## src/rtl/vram_text_writer_if.sv

```systemverilog
// rtl/vram_text_writer_if.sv - byte stream in, video RAM write port and cursor status out
interface vram_text_writer_if;
  logic [7:0]  in_data;
  logic        in_valid;
  logic        in_ready;
  logic [13:0] ram_addr;
  logic [7:0]  ram_din;
  logic        ram_we;
  logic        busy;
  logic [6:0]  cursor_row;
  logic [6:0]  cursor_col;

  modport master (
    input  in_data, in_valid,
    output in_ready, ram_addr, ram_din, ram_we, busy, cursor_row, cursor_col
  );

  modport slave (
    output in_data, in_valid,
    input  in_ready, ram_addr, ram_din, ram_we, busy, cursor_row, cursor_col
  );
endinterface

```

## src/rtl/vram_text_writer.sv

```systemverilog
// rtl/vram_text_writer.sv - turns an ASCII byte stream into digit-cell writes on a text-mode video RAM
module vram_text_writer #(
  parameter int          COLS  = 80,
  parameter int          ROWS  = 60,
  parameter logic [7:0]  BLANK = 8'h0A
) (
  input  logic               clk,
  input  logic               reset,
  vram_text_writer_if.master bus
);

  localparam logic [6:0] LAST_COL = 7'(COLS - 1);
  localparam logic [6:0] LAST_ROW = 7'(ROWS - 1);

  typedef enum logic [1:0] {
    CLEAR = 2'd0,
    IDLE  = 2'd1,
    WRITE = 2'd2
  } state_t;

  state_t      state, state_n;
  logic [6:0]  clr_row, clr_row_n;
  logic [6:0]  clr_col, clr_col_n;
  logic        clr_done, clr_done_n;
  logic [6:0]  cur_row, cur_row_n;
  logic [6:0]  cur_col, cur_col_n;
  logic [13:0] addr_q, addr_n;
  logic [7:0]  din_q, din_n;
  logic        we_q, we_n;
  logic        ready_q, ready_n;
  logic        busy_q;
  logic        accept;

  assign accept = bus.in_valid && ready_q;

  always_ff @(posedge clk) begin
    if (reset) begin
      state    <= CLEAR;
      clr_row  <= 7'd0;
      clr_col  <= 7'd0;
      clr_done <= 1'b0;
      cur_row  <= 7'd0;
      cur_col  <= 7'd0;
      addr_q   <= 14'd0;
      din_q    <= 8'd0;
      we_q     <= 1'b0;
      ready_q  <= 1'b0;
      busy_q   <= 1'b1;
    end else begin
      state    <= state_n;
      clr_row  <= clr_row_n;
      clr_col  <= clr_col_n;
      clr_done <= clr_done_n;
      cur_row  <= cur_row_n;
      cur_col  <= cur_col_n;
      addr_q   <= addr_n;
      din_q    <= din_n;
      we_q     <= we_n;
      ready_q  <= ready_n;
      busy_q   <= !ready_n;
    end
  end

  always_comb begin
    state_n    = state;
    clr_row_n  = clr_row;
    clr_col_n  = clr_col;
    clr_done_n = clr_done;
    cur_row_n  = cur_row;
    cur_col_n  = cur_col;
    addr_n     = addr_q;
    din_n      = din_q;
    we_n       = 1'b0;

    case (state)
      CLEAR: begin
        // clr_done marks that the last cell went out; one quiet cycle follows before IDLE
        if (clr_done) begin
          state_n = IDLE;
        end else begin
          we_n   = 1'b1;
          addr_n = {clr_row, clr_col};
          din_n  = BLANK;
          if (clr_col == LAST_COL) begin
            clr_col_n = 7'd0;
            if (clr_row == LAST_ROW) begin
              clr_row_n  = 7'd0;
              clr_done_n = 1'b1;
            end else begin
              clr_row_n = clr_row + 7'd1;
            end
          end else begin
            clr_col_n = clr_col + 7'd1;
          end
        end
      end

      IDLE: begin
        if (accept) begin
          if (bus.in_data >= 8'h30 && bus.in_data <= 8'h39) begin
            state_n = WRITE;
            we_n    = 1'b1;
            addr_n  = {cur_row, cur_col};
            din_n   = bus.in_data - 8'h30;
          end else if (bus.in_data == 8'h20) begin
            state_n = WRITE;
            we_n    = 1'b1;
            addr_n  = {cur_row, cur_col};
            din_n   = BLANK;
          end else if (bus.in_data == 8'h0D) begin
            cur_col_n = 7'd0;
          end else if (bus.in_data == 8'h0A) begin
            cur_col_n = 7'd0;
            cur_row_n = (cur_row == LAST_ROW) ? 7'd0 : cur_row + 7'd1;
          end else if (bus.in_data == 8'h0C) begin
            state_n    = CLEAR;
            clr_row_n  = 7'd0;
            clr_col_n  = 7'd0;
            clr_done_n = 1'b0;
            cur_row_n  = 7'd0;
            cur_col_n  = 7'd0;
          end
        end
      end

      WRITE: begin
        state_n = IDLE;
        // cursor wraps from the bottom-right cell to home; the screen never scrolls
        if (cur_col == LAST_COL) begin
          cur_col_n = 7'd0;
          cur_row_n = (cur_row == LAST_ROW) ? 7'd0 : cur_row + 7'd1;
        end else begin
          cur_col_n = cur_col + 7'd1;
        end
      end

      default: begin
        state_n    = CLEAR;
        clr_row_n  = 7'd0;
        clr_col_n  = 7'd0;
        clr_done_n = 1'b0;
      end
    endcase

    ready_n = (state_n == IDLE);
  end

  assign bus.in_ready   = ready_q;
  assign bus.busy       = busy_q;
  assign bus.ram_addr   = addr_q;
  assign bus.ram_din    = din_q;
  assign bus.ram_we     = we_q;
  assign bus.cursor_row = cur_row;
  assign bus.cursor_col = cur_col;

endmodule
```

## src/flat_wrapper.sv

```systemverilog
// flat-port wrapper written by rule: the top's interface ports become plain ports
module vram_text_writer_flat 
#(
  parameter int          COLS  = 80,
  parameter int          ROWS  = 60,
  parameter logic [7:0]  BLANK = 8'h0A
)
  (clk, reset, bus_in_data, bus_in_valid, bus_in_ready, bus_ram_addr, bus_ram_din, bus_ram_we, bus_busy, bus_cursor_row, bus_cursor_col);
  vram_text_writer_if bus_i ();
  input  logic clk;
  input  logic reset;
  input wire logic [$bits(bus_i.in_data)-1:0] bus_in_data;
  input wire logic [$bits(bus_i.in_valid)-1:0] bus_in_valid;
  output wire logic [$bits(bus_i.in_ready)-1:0] bus_in_ready;
  output wire logic [$bits(bus_i.ram_addr)-1:0] bus_ram_addr;
  output wire logic [$bits(bus_i.ram_din)-1:0] bus_ram_din;
  output wire logic [$bits(bus_i.ram_we)-1:0] bus_ram_we;
  output wire logic [$bits(bus_i.busy)-1:0] bus_busy;
  output wire logic [$bits(bus_i.cursor_row)-1:0] bus_cursor_row;
  output wire logic [$bits(bus_i.cursor_col)-1:0] bus_cursor_col;
  assign bus_i.in_data = bus_in_data;
  assign bus_i.in_valid = bus_in_valid;
  assign bus_in_ready = bus_i.in_ready;
  assign bus_ram_addr = bus_i.ram_addr;
  assign bus_ram_din = bus_i.ram_din;
  assign bus_ram_we = bus_i.ram_we;
  assign bus_busy = bus_i.busy;
  assign bus_cursor_row = bus_i.cursor_row;
  assign bus_cursor_col = bus_i.cursor_col;
  vram_text_writer #(.COLS(COLS), .ROWS(ROWS), .BLANK(BLANK)) u_core (.clk(clk), .reset(reset), .bus(bus_i));
endmodule
```

## config.mk

```make
export PLATFORM = sky130hd
export DESIGN_NAME = vram_text_writer_flat
export DESIGN_NICKNAME = d
export VERILOG_FILES = /design/src/rtl/vram_text_writer_if.sv /design/src/rtl/vram_text_writer.sv /design/src/flat_wrapper.sv
export SDC_FILE = /design/constraint.sdc
export NUM_CORES = 1
export LEC_CHECK = 0
export BUFFER_PORTS_ARGS = -buffer_cell sky130_fd_sc_hd__buf_2
export CORE_MARGIN = 2
export CORE_UTILIZATION = 50
export DETAILED_ROUTE_END_ITERATION = 16
export MAX_ROUTING_LAYER = met4
export PLACE_DENSITY_LB_ADDON = 0.25
export SLEW_MARGIN = 20
export SYNTH_ARGS = -nofsm -noshare
export SYNTH_HDL_FRONTEND = slang
export SYNTH_SLANG_ARGS = --single-unit
```

## constraint.sdc

```tcl
create_clock -name clk -period 1.8 [get_ports clk]
set_clock_uncertainty 0.05 [all_clocks]
set_input_delay 0.09 -clock clk [delete_from_list [all_inputs] [get_ports clk]]
set_output_delay 0.09 -clock clk [all_outputs]
set_load 0.02 [all_outputs]
```

After elaboration in Yosys (flattened, before gate mapping) --
Index checks and enable logic that the tools add are counted.
Operators by class: add/sub/neg operators 5, order comparisons 2, eq/ne operators 23, muxes and demuxes 61, bitwise logic cells 1, reductions and logical operators 12
Operators by type and width (count):
- 7-bit 2-to-1 mux | 24
- 14-bit 2-to-1 mux | 4
- 7-bit one-hot mux with 3 select lines | 2
- 8-bit 2-to-1 mux | 4
- 7-bit by 1-bit adder with 7-bit output (second input constant) | 4
- 14-bit one-hot mux with 2 select lines | 1
- 7-bit one-hot mux with 2 select lines | 2
- 8-bit by 4-bit == test with 1-bit output (second input constant) | 3
- 8-bit one-hot mux with 2 select lines | 1
- 7-bit by 6-bit == test with 1-bit output (second input constant) | 2
- 7-bit == test (second input constant) | 2
- 2-bit 2-to-1 mux | 7
- 7-bit AND reduction | 2
- 1-bit 2-to-1 mux | 13
- 2-bit != test (second input constant) | 5
- 9-bit AND reduction | 1
- 8-bit by 6-bit == test with 1-bit output (second input constant) | 1
- 8-bit by 6-bit greater-or-equal comparator with 1-bit output (second input constant) | 1
- 8-bit by 6-bit <= comparator with 1-bit output (second input constant) | 1
- 2-bit by 1-bit != test with 1-bit output (second input constant) | 4
- 8-bit AND reduction | 1
- 8-bit by 6-bit subtractor with 8-bit output (second input constant) | 1
- 3-bit by 1-bit != test with 1-bit output (second input constant) | 2
- 2-bit one-hot mux with 3 select lines | 1
- other kinds (12) | 15
Word-level totals: register bits after elaboration 56, word-level logic and storage cells 115

Depth between registers and ports, before layout --
depth after elaboration 10, depth in mapped cells 9

Least setup slack after synthesis --
OpenSTA, ideal clock, no wires.
path kind flip-flop to flip-flop, start point register u_core.cur_col[0], in the netlist u_core.bus.cursor_col[0], end point register u_core.cur_row[1], in the netlist u_core.bus.cursor_row[1], arrival time 2.046 ns, data required time 1.680 ns, setup slack -0.367 ns, stages on the path, launching flop included 7, clock period less this slack 2.167 ns, cells stage by stage dfxtp_1 ha_1 nand3_1 o41ai_2 nand3_1 or3b_2 a21oi_1
Between the ends: longest elaborated chain between the ends 3
RTL lines:
- from (decl) | RTL line vram_text_writer.sv:26 | logic [6:0] cur_col, cur_col_n;
- from (signal assigned) | RTL line vram_text_writer.sv:55 | cur_col <= cur_col_n;
- 7-bit == test | RTL line vram_text_writer.sv:129 | if (cur_col == LAST_COL) begin
- 2-bit by 1-bit != test with 1-bit output (no line)
- 7-bit AND reduction (no line)
- to (signal assigned) | RTL line vram_text_writer.sv:54 | cur_row <= cur_row_n;
- to (decl) | RTL line vram_text_writer.sv:25 | logic [6:0] cur_row, cur_row_n;
Every way passes these cells. A chain may end at the register's enable or synchronous reset.

Worst setup path in the final report --
start point register u_core.ready_q, in the netlist u_core.bus.in_ready, end point register u_core.clr_row[5]
Between the ends: longest elaborated chain between the ends 3
RTL lines:
- from (decl) | RTL line vram_text_writer.sv:30 | logic ready_q, ready_n;
- from (signal assigned) | RTL line vram_text_writer.sv:59 | ready_q <= ready_n;
- 1-bit logical AND | RTL line vram_text_writer.sv:34 | assign accept = bus.in_valid && ready_q;
- 2-bit by 1-bit != test with 1-bit output (no line)
- 9-bit AND reduction (no line)
- to (signal assigned) | RTL line vram_text_writer.sv:51 | clr_row <= clr_row_n;
- to (decl) | RTL line vram_text_writer.sv:22 | logic [6:0] clr_row, clr_row_n;
Every way passes these cells.

==> run_results.csv <==
group,metric,value,unit
outcome,status,"finished, final reports clean",
drt,wl_per_cell,16.38,µm
drt,final_antenna_net_count,0,
yosys,ys_ff_latch,56,
timing,timing.hold.ws,0.01438,ns
floorplan,die_w,79.55,µm
final_layout,area_delta_synth_final,39.94,%
floorplan,die-area,6328,µm²
floorplan,ioPinCount,50,
placed_design,gp_congestion,0.8933,
power_and_ir_drop,leakage,1.687,nW
power_and_ir_drop,power.density,564.9,nW/µm²
setup_path,cp_data_arrival_time,1.96,ns
global_route,grtUsageMet2,42.27,%
drt,via_count,3015,
timing,tightestPinTransition,0.3944,ns
cts,clockRootBuffer,"clkbuf_8",
yosys,seq_area_frac_synth,39.28,%
yosys,synth_fp_nets,359,
global_route,antenna_found_initial,0,
cts,cts_tree,"yes",
yosys,async_reset_ff_share,0,%
floorplan,core-area,5507,µm²
final_layout,drive_gt1_share,41.57,%
yosys,syn_inst,337,
timing,fmax,563.8,MHz
cts,cts_max_level,2,
yosys,synth_area,2854,µm²
cts,insertion_delay,0.32,ns
timing,hold_viol_final,0,
yosys,synth_ff_type,"dfxtp_1",
timing,setup_violations,0,
floorplan,start_util,51.83,%
yosys,yosys-top-cells-area,"dfxtp_1 (39%), o221a_2 (6.7%), nor2_1 (5.1%)",
setup_path,critPathLaunchType,"register",
cts,clk_pin_slew,0.11,ns
drt,viasPerCell,5.832,
placed_design,place_hpwl,6.049,mm
placed_design,preCtsSetupSlack,-0.1946,ns
drt,drc_errors,0,
global_route,grt_pass1_vias,2818,
hold_path,worstHoldPathType,"in -> reg",
final_layout,nFillCells,402,
yosys,synth-edff-count,0,
floorplan,die_y,79.55,µm
setup_path,critical_path.max_fanout,6,
timing,relSlewSlack,73.36,%
floorplan,floorplan.rows,27,
drt,drt_iter0_drc,303,
global_route,grt_max_degree,22,
yosys,syn_area_per_cell,8.469,µm²
drt,dr.pass1.iters,5,
global_route,grt.met1_usage,33.24,%
yosys,synth_cell_type_count,51,
global_route,grt_pass1_wl,12.84,mm
timing,fin_ws,0.02617,ns
final_layout,layout.nets,466,
power_and_ir_drop,ir_drop,0.3605,mV
drt,drt-total-wl,8.467,mm
placed_design,portBuffers,49,
cts,clockBufferDepth,2,
timing,finalMaxSlewViolations,0,
final_layout,diodes,0,
yosys,synth_top_area_share,39.28,%
setup_path,cp-end-kind,"register",
timing,rsz0062_at_grt,"yes",
yosys,yosys_warnings,0,
job,drv_cap,0,
global_route,gr-usage-all-layers,26.10,%
cts,cts_buffers,5,
global_route,use_met3,4.299,%
setup_path,path_class,"reg -> reg",
yosys,synth_area_leader_cell,"dfxtp_1",
timing,min_period,1.774,ns
global_route,gr-max-usage-layer,"met2",
timing,fin_crit_sh,98.55,%
setup_path,cp.required,1.98,ns
cts,clkSinkCount,56,
global_route,grt_overflow_total,0,
## worst max-delay path, cell delays in order, from the launching register on
cell and delay (ns):
dfxtp_2 0.36, nand2_2 0.10, o31ai_4 0.37, buf_4 0.18
and3_1 0.22, nand2_4 0.11, o32ai_2 0.29
## stage by stage
step	area [µm²]	std cells	total power, mW	setup TNS, ns	utilization [%]
finish	3994	517	2.256	0	72.53
global route	3994	517	2.329	-0.2715	72.53
CTS	3865	516	2.257	0	70.19
detailed placement	3679	506	1.435	-2.386	66.80
global placement	3679	506	1.432	-1.821	66.80
floorplan	2922	337	1.362	-0.2339	-
## where the power goes
group | switching (mW) | leakage (nW) | internal [mW]
Combinational | 0.0875 | 1.17 | 0.0689
Sequential | 0.00719 | 0.458 | 1.25
Clock | 0.432 | 0.0541 | 0.413
## synthesized netlist by cell type, types with 9 or more instances
library cell / n
clkbuf_1: 11
nor2_1: 39
a21oi_1: 25
inv_1: 18
o21ai_0: 14
nand3_1: 16
o221a_2: 17
o32ai_1: 9
nand2_1: 31
dfxtp_1: 56
ha_1: 11
## final timing paths
kind	end	start	depth (start not counted)	slack, ns
worst max-delay path	u_core.clr_row[5]	u_core.bus.in_ready	6	0.03
worst min-delay path	u_core.bus.ram_we	reset	2	0.01
worst max register to register	u_core.clr_row[5]	u_core.bus.in_ready	6	0.03
worst min register to register	u_core.bus.ram_din[4]	u_core.bus.ram_din[4]	2	0.41
## metal layers
metal / routed length (µm) / vias up
li1: - / 1461
met1: 3742 / 1430
met2: 4109 / 105
met3: 460 / 19
met4: 155 / 0
met5: 0 / -
## state kept, by name (all words and copies together) (netlist names)
| signal | count |
|---|---|
| u_core.state | 2 |
| u_core.bus.cursor_row | 7 |
| u_core.bus.ram_addr | 14 |
| u_core.clr_row | 7 |
| u_core.bus.in_ready | 1 |
| u_core.bus.cursor_col | 7 |
| u_core.bus.ram_din | 8 |
| u_core.clr_col | 7 |
| u_core.bus.busy | 1 |
| u_core.bus.ram_we | 1 |
| u_core.clr_done | 1 |
## area by class of cell
type | instances | area, µm² | area share (%)
multi-input cells | 248 | 1834 | 45.93
flip-flops and latches | 56 | 1137 | 28.48
repair buffers | 115 | 753.2 | 18.86
well taps | 72 | 90.09 | 2.256
clock buffers | 5 | 68.82 | 1.723
inverters | 18 | 67.56 | 1.692
clock inverters | 3 | 42.54 | 1.065
## cell usage in the layout, fill, tap and decap left out, drive strengths merged, types with 4 or more instances in the layout
cell,netlist,final
nand2,32,32
nand2b,4,4
ha,11,11
and3,6,6
o21ai,15,15
and2,6,6
inv,18,18
o211ai,5,5
a21oi,25,25
or3,6,6
dfxtp,56,56
clkbuf,11,5
nor3b,4,4
nand4,4,4
buf,4,115
nand3,16,16
o32ai,9,9
nor2,39,39
o41ai,6,6
o221a,17,17
## logic make-up after synthesis
logic type | share of synthesized area, %
xor gates and xnor gates | 1.228
adders and majority gates | 4.822
muxes | 0.7015
DFF | 39.28
AOI/OAI and AO/OA | 24.90
buffers and inverters | 4.603
and+or+nand+nor | 24.46
## what timing repair did
action / in CTS / in global routing
pin swaps: 6 / 7
buffers inserted: 2 / 2
endpoints found under the setup margin: 33 / 46
hold buffers: 0 / 0
resized for setup: 11 / 27
No activity file was read; power rests on OpenSTA's default activity.
